### src/rtl/fb_pkg.sv
// fb_pkg: sizing helpers shared by the node-side merger and its lane FIFOs
package fb_pkg;
  function automatic int nodeCount(input int perRow, input int perCol);
    return perRow * perCol;
  endfunction
  function automatic int ptrW(input int depth);
    return $clog2(depth);
  endfunction
  // One extra bit so a full FIFO is distinguishable from an empty one
  function automatic int cntW(input int depth);
    return $clog2(depth) + 1;
  endfunction
  function automatic int slice_lsb(input int n, input int dataW);
    return n * dataW;
  endfunction
endpackage

### src/rtl/node_fifo.sv
// node_fifo: single-lane FIFO with occupancy count, full/empty decode and sticky overflow
module node_fifo
  import fb_pkg::*;
#(
  parameter int DATA_W = 8,
  parameter int DEPTH = 4
) (
  input  logic                    clk,
  input  logic                    rst,
  input  logic                    push,
  input  logic [DATA_W-1:0]       wrData,
  input  logic                    pop,
  output logic [DATA_W-1:0]       head,
  output logic [cntW(DEPTH)-1:0]  count,
  output logic                    empty,
  output logic                    overflow
);
  localparam int PW = ptrW(DEPTH);
  localparam int CW = cntW(DEPTH);
  logic [DATA_W-1:0] mem [DEPTH];
  logic [PW-1:0] wrPtr, rdPtr;
  logic full, doPush, doPop;
  assign full = count == CW'(DEPTH);
  assign empty = count == '0;
  assign doPush = push && !full;
  assign doPop = pop && !empty;
  assign head = mem[rdPtr];
  always_ff @(posedge clk) begin
    if (rst) begin
      wrPtr <= '0;
      rdPtr <= '0;
      count <= '0;
      overflow <= 1'b0;
    end else begin
      if (doPush) begin
        mem[wrPtr] <= wrData;
        wrPtr <= wrPtr + 1'b1;
      end
      if (doPop) rdPtr <= rdPtr + 1'b1;
      count <= count + CW'(doPush) - CW'(doPop);
      overflow <= overflow | (push && full);
    end
  end
endmodule

### src/rtl/data_merger.sv
// data_merger: per-node FIFOs feeding flattened valid/data vectors, with per-node backpressure
module data_merger
  import fb_pkg::*;
#(
  parameter int DATA_W = 8,
  parameter int NODE_PER_ROW = 4,
  parameter int NODE_PER_COL = 4,
  parameter int FIFO_DEPTH = 4,
  localparam int N = nodeCount(NODE_PER_ROW, NODE_PER_COL)
) (
  input  logic                  clk,
  input  logic                  rst,
  input  logic                  valid_i_node [0:N-1],
  input  logic [0:DATA_W-1]     data_i_node [0:N-1],
  input  logic [0:N-1]          off_sigs_i_NoC,
  output logic                  off_sigs_o_node [0:N-1],
  output logic [0:N-1]          valid_o_NoC,
  output logic [0:DATA_W*N-1]   data_o_NoC,
  output logic [0:N-1]          overflow_o
);
  localparam int CW = cntW(FIFO_DEPTH);
  logic [DATA_W-1:0] head [N];
  logic [CW-1:0] count [N];
  logic [0:N-1] empty, pop;
  for (genvar n = 0; n < N; n++) begin : lane
    assign pop[n] = !empty[n] && !off_sigs_i_NoC[n];
    // One word of headroom covers a source that reacts a cycle late
    assign off_sigs_o_node[n] = count[n] >= CW'(FIFO_DEPTH - 1);
    node_fifo #(.DATA_W(DATA_W), .DEPTH(FIFO_DEPTH)) fifo (
      .clk,
      .rst,
      .push(valid_i_node[n]),
      .wrData(data_i_node[n]),
      .pop(pop[n]),
      .head(head[n]),
      .count(count[n]),
      .empty(empty[n]),
      .overflow(overflow_o[n])
    );
  end
  always_ff @(posedge clk) begin
    if (rst) begin
      valid_o_NoC <= '0;
      data_o_NoC <= '0;
    end else begin
      valid_o_NoC <= pop;
      for (int n = 0; n < N; n++)
        if (pop[n]) data_o_NoC[slice_lsb(n, DATA_W) +: DATA_W] <= head[n];
    end
  end
endmodule
### config.mk
export PLATFORM = sky130hd
export DESIGN_NAME = data_merger
export DESIGN_NICKNAME = d
export VERILOG_FILES = /design/src/rtl/fb_pkg.sv /design/src/rtl/node_fifo.sv /design/src/rtl/data_merger.sv
export SDC_FILE = /design/constraint.sdc
export NUM_CORES = 1
export LEC_CHECK = 0
export ABC_AREA = 0
export CAP_MARGIN = 0
export CORE_UTILIZATION = 45
export CTS_CLUSTER_DIAMETER = 200
export DETAILED_ROUTE_END_ITERATION = 8
export PLACE_DENSITY = 0.66
export SLEW_MARGIN = 20
export SYNTH_ARGS = -nofsm -noshare
export SYNTH_HDL_FRONTEND = slang
export SYNTH_SLANG_ARGS = --single-unit
### constraint.sdc
create_clock -name clk -period 2.2 [get_ports clk]
set_input_delay 0.22 -clock clk [delete_from_list [all_inputs] [get_ports clk]]
set_output_delay 0.22 -clock clk [all_outputs]
set_load 0.005 [all_outputs]
==> results of run 1 <==
## state kept, by name (all words and copies together), names as in the netlist
signal and count:
lane.fifo.mem 512, data_o_NoC 128, lane.fifo.count 48, lane.fifo.rdPtr 32, lane.fifo.wrPtr 32, lane.fifo.overflow 16
valid_o_NoC 16
## layout by cell type (no fill, tap or decap), types with 16 or more instances in the layout
| cell type | netlist | final |
|---|---|---|
| nand3b_1 | 16 | 16 |
| nand3_1 | 128 | 128 |
| nor3b_1 | 16 | 16 |
| a31o_1 | 16 | 16 |
| ha_1 | 112 | 112 |
| nand2_1 | 16 | 16 |
| nor2b_1 | 25 | 25 |
| or3_1 | 48 | 48 |
| mux4_2 | 128 | 128 |
| clkdlybuf4s50_1 | 0 | 324 |
| clkbuf_1 | 50 | 19 |
| inv_1 | 137 | 137 |
| and2_1 | 64 | 64 |
| clkinv_1 | 16 | 28 |
| nor3_1 | 48 | 48 |
| o21ai_0 | 192 | 188 |
| buf_4 | 32 | 73 |
| a21oi_1 | 192 | 192 |
| edfxtp_1 | 512 | 512 |
| dfxtp_1 | 272 | 265 |
| nor2_1 | 87 | 87 |
| fa_1 | 16 | 16 |
| clkbuf_16 | 0 | 86 |
## critical path, delay by kind of cell (launching register included)
kind	cells	cell delay, ns
flip-flops	1	0.42
adder cells (fa/ha/maj)	1	0.17
AO/OA/AOI/OAI	1	0.07
buffers and inverters	1	0.52
AND/OR/NAND/NOR	1	0.09
## metal layers
| metal | share of wire, % | track usage (%) | up-vias |
|---|---|---|---|
| met3 | 6.7 | 5.30 | 119 |
| met1 | 40 | 21.6 | 9134 |
| met2 | 51 | 31.9 | 414 |
| met5 | 0.17 | 0 | - |
| li1 | - | - | 8890 |
| met4 | 2.4 | 5.75 | 18 |
## per-stage QoR
stage	util (%)	cells	area (um^2)
after global routing	56.0	3567	38600
after global placement	52.0	3414	35800
after floorplan	-	2203	31500
after detailed placement	52.0	3414	35800
final	56.0	3568	38600
after CTS	56.0	3567	38600
## cells by family after synthesis
family / after synthesis / synth area share [%]
DFF: 784 / 66.1
and+or+nand+nor: 448 / 7.50
AOI/OAI and AO/OA: 416 / 7.15
buffers and inverters: 283 / 4.22
muxes: 128 / 9.15
adders and majority gates: 128 / 5.46
xor gates and xnor gates: 16 / 0.445
## worst max path at each step
stage / end / slack (ns) / cells after the start
finish: off_sigs_o_node[11] / 0.11 / 4
global placement: lane[3].fifo.count[2] / 0.13 / 8
detailed placement: lane[3].fifo.count[2] / 0.10 / 8
floorplan: lane[2].fifo.count[2] / 0.36 / 9
global route: off_sigs_o_node[8] / 0.002 / 4
CTS: off_sigs_o_node[6] / 0.0003 / 5
## where the power goes
group          total, uW  leakage, uW  switching, uW  internal (uW)
combinational       9740      0.00514           4640           5100
sequential         19000      0.00688           1580          17400
clock              13900      0.00132           5630           8230
total              42600       0.0133          11800          30700
## what timing repair did
action / CTS / global route
resized for setup: 8 / 15
hold endpoints to repair: 1 / 0
pin swaps: 2 / 1
setup endpoints to repair: 9 / 9
hold buffers: 1 / 0
## cell type report
cell class	count	area, um^2
clock inverter	44	473
antenna	1	2.50
timing repair buffer	411	3940
clock buffer	108	2260
fill	5528	30300
sequential	784	20800
inverter	153	574
multi-input combinational	1136	9360
tap	931	1160
==> run_results.csv, run 1 <==
group,metric,value,unit
run_status,outcome,"completed",
setup_path,worst-path-max-fanout,6,
routing,first_pass_iters,4,
floorplan,ios,338,
power_and_ir_drop,finalPower,42600,uW
logic_synthesis,synth-edff-count,512,
logic_synthesis,ys.flop_type,"edfxtp_1",
clocking,cts_buffers,81,
global_routing,grt_use_total,18.3,%
clocking,htree_levels,3,
routing,routed_wl,64400,um
setup_path,crit_chain,"ha_1, o21ai_0, nand2_1, clkdlybuf4s50_1",
job,maxCapViolations,0,
logic_synthesis,syn_nets,2493,
sta,tightestPinTransition,0.713,ns
floorplan,num_rows,96,
clocking,cts_setup_buffers,0,
setup_path,crit_type,"register to output pin",
setup_path,cp_data_required_time,1.98,ns
sta,fin_crit_sh,95.0,%
logic_synthesis,async_flop_share,0,%
place,pre_cts_slack,0.102,ns
routing,antenna_left,0,
power_and_ir_drop,leakage,0.0133,uW
floorplan,core_area,68900,um^2
setup_path,r2r_start,"lane[0].fifo.count[1]",
sta,setup_viol,0,
final_layout,nets,2857,
sta,setup_tns,0,ns
logic_synthesis,ys_seq_area_share,66.1,%
sta,fmax,478,MHz
setup_path,critPathMaxStageDelay,0.52,ns
floorplan,fp.dieH,267,um
global_routing,grt_pass1_vias,19300,
power_and_ir_drop,peakVddDrop,0.683,mV
logic_synthesis,synth_top_area_share,48.8,%
setup_path,crit_arrival,1.87,ns
logic_synthesis,synthTopCellsByArea,"edfxtp_1 49%, dfxtp_1 17%, mux4_2 9.1%",
sta,whs,0.234,ns
logic_synthesis,synth_top_cell_by_area,"edfxtp_1",
clocking,clk_latency,0.62,ns
hold_path,worstHoldStart,"data_i_node[87]",
place,gp_congestion,0.797,
setup_path,startpoint_type,"register",
final_layout,layout-drive-gt1-share,12.8,%
setup_path,r2r_end,"lane[0].fifo.count[2]",
logic_synthesis,yosysWarnings,0,
logic_synthesis,synth.distinct_cells,29,
routing,post_drt_wl_per_cell,18.1,um
floorplan,dieWidth,267,um
power_and_ir_drop,p_per_area,1100,nW/um^2
global_routing,grt.overflow.total,0,
place,port_buffers,337,
global_routing,grt_max_degree,67,
logic_synthesis,synthCells,2203,
routing,routed_via_density,5.21,
routing,first_iter_violations,1020,
hold_path,min_path_cells,1,
floorplan,initial_utilization,45.7,%
setup_path,crit_slowest_cell,"clkdlybuf4s50_1",
routing,route.detailed.drc,0,
clocking,cts_sinks,784,
sta,period_needed,2.09,ns
logic_synthesis,syn_area,31500,um^2
clocking,cts-root-buf,"clkbuf_16",
setup_path,worstRegToRegCells,9,
sta,skew,0.0244,ns
place,dp_hpwl,45100,um
sta,maxSlewHeadroom,52.4,%
setup_path,cp-startpoint,"lane[4].fifo.count[1]",
global_routing,grt_pass1_wl,102000,um
logic_synthesis,netlist_top_cells_count,"512 x edfxtp_1, 272 x dfxtp_1, 192 x a21oi_1, 192 x o21ai_0, 137 x inv_1",
hold_path,worstHoldPathType,"input pin to register",
clocking,cts_buffer_depth,3,
clocking,cts.clk_slew.worst_paths,0.06,ns
sta,setup_ws,0.110,ns
sta,drv_slew,0,
hold_path,min_to,"lane[5].fifo.mem[1][7]",
setup_path,timing.reg2reg.setup_slack,0.19,ns
logic_synthesis,syn_area_per_cell,14.3,um^2
final_layout,syn_to_final_growth,22.5,%
sta,grt_setup_unrepaired,"no",
global_routing,antenna_found_initial,11,
clocking,cts_tree,"yes",
routing,vias,18600,
sta,hold_violations,0,
logic_synthesis,ys_seq_elements,784,
floorplan,die-area,71100,um^2
logic_synthesis,yosysMostFrequentCell,"edfxtp_1",
setup_path,critPathCaptureType,"output pin",
Note: power is estimated with default switching activity, not from simulation.
==> run 2, diff against run 1 <==
--- a/config.mk
+++ b/config.mk
@@ -10,6 +10,7 @@
 export CORE_UTILIZATION = 45
 export CTS_CLUSTER_DIAMETER = 200
 export DETAILED_ROUTE_END_ITERATION = 8
+export GPL_ROUTABILITY_DRIVEN = 1
 export PLACE_DENSITY = 0.66
 export SLEW_MARGIN = 20
 export SYNTH_ARGS = -nofsm -noshare
==> results of run 2 <==
No change in the layout: final DEF, timing and power equal those of run 1.
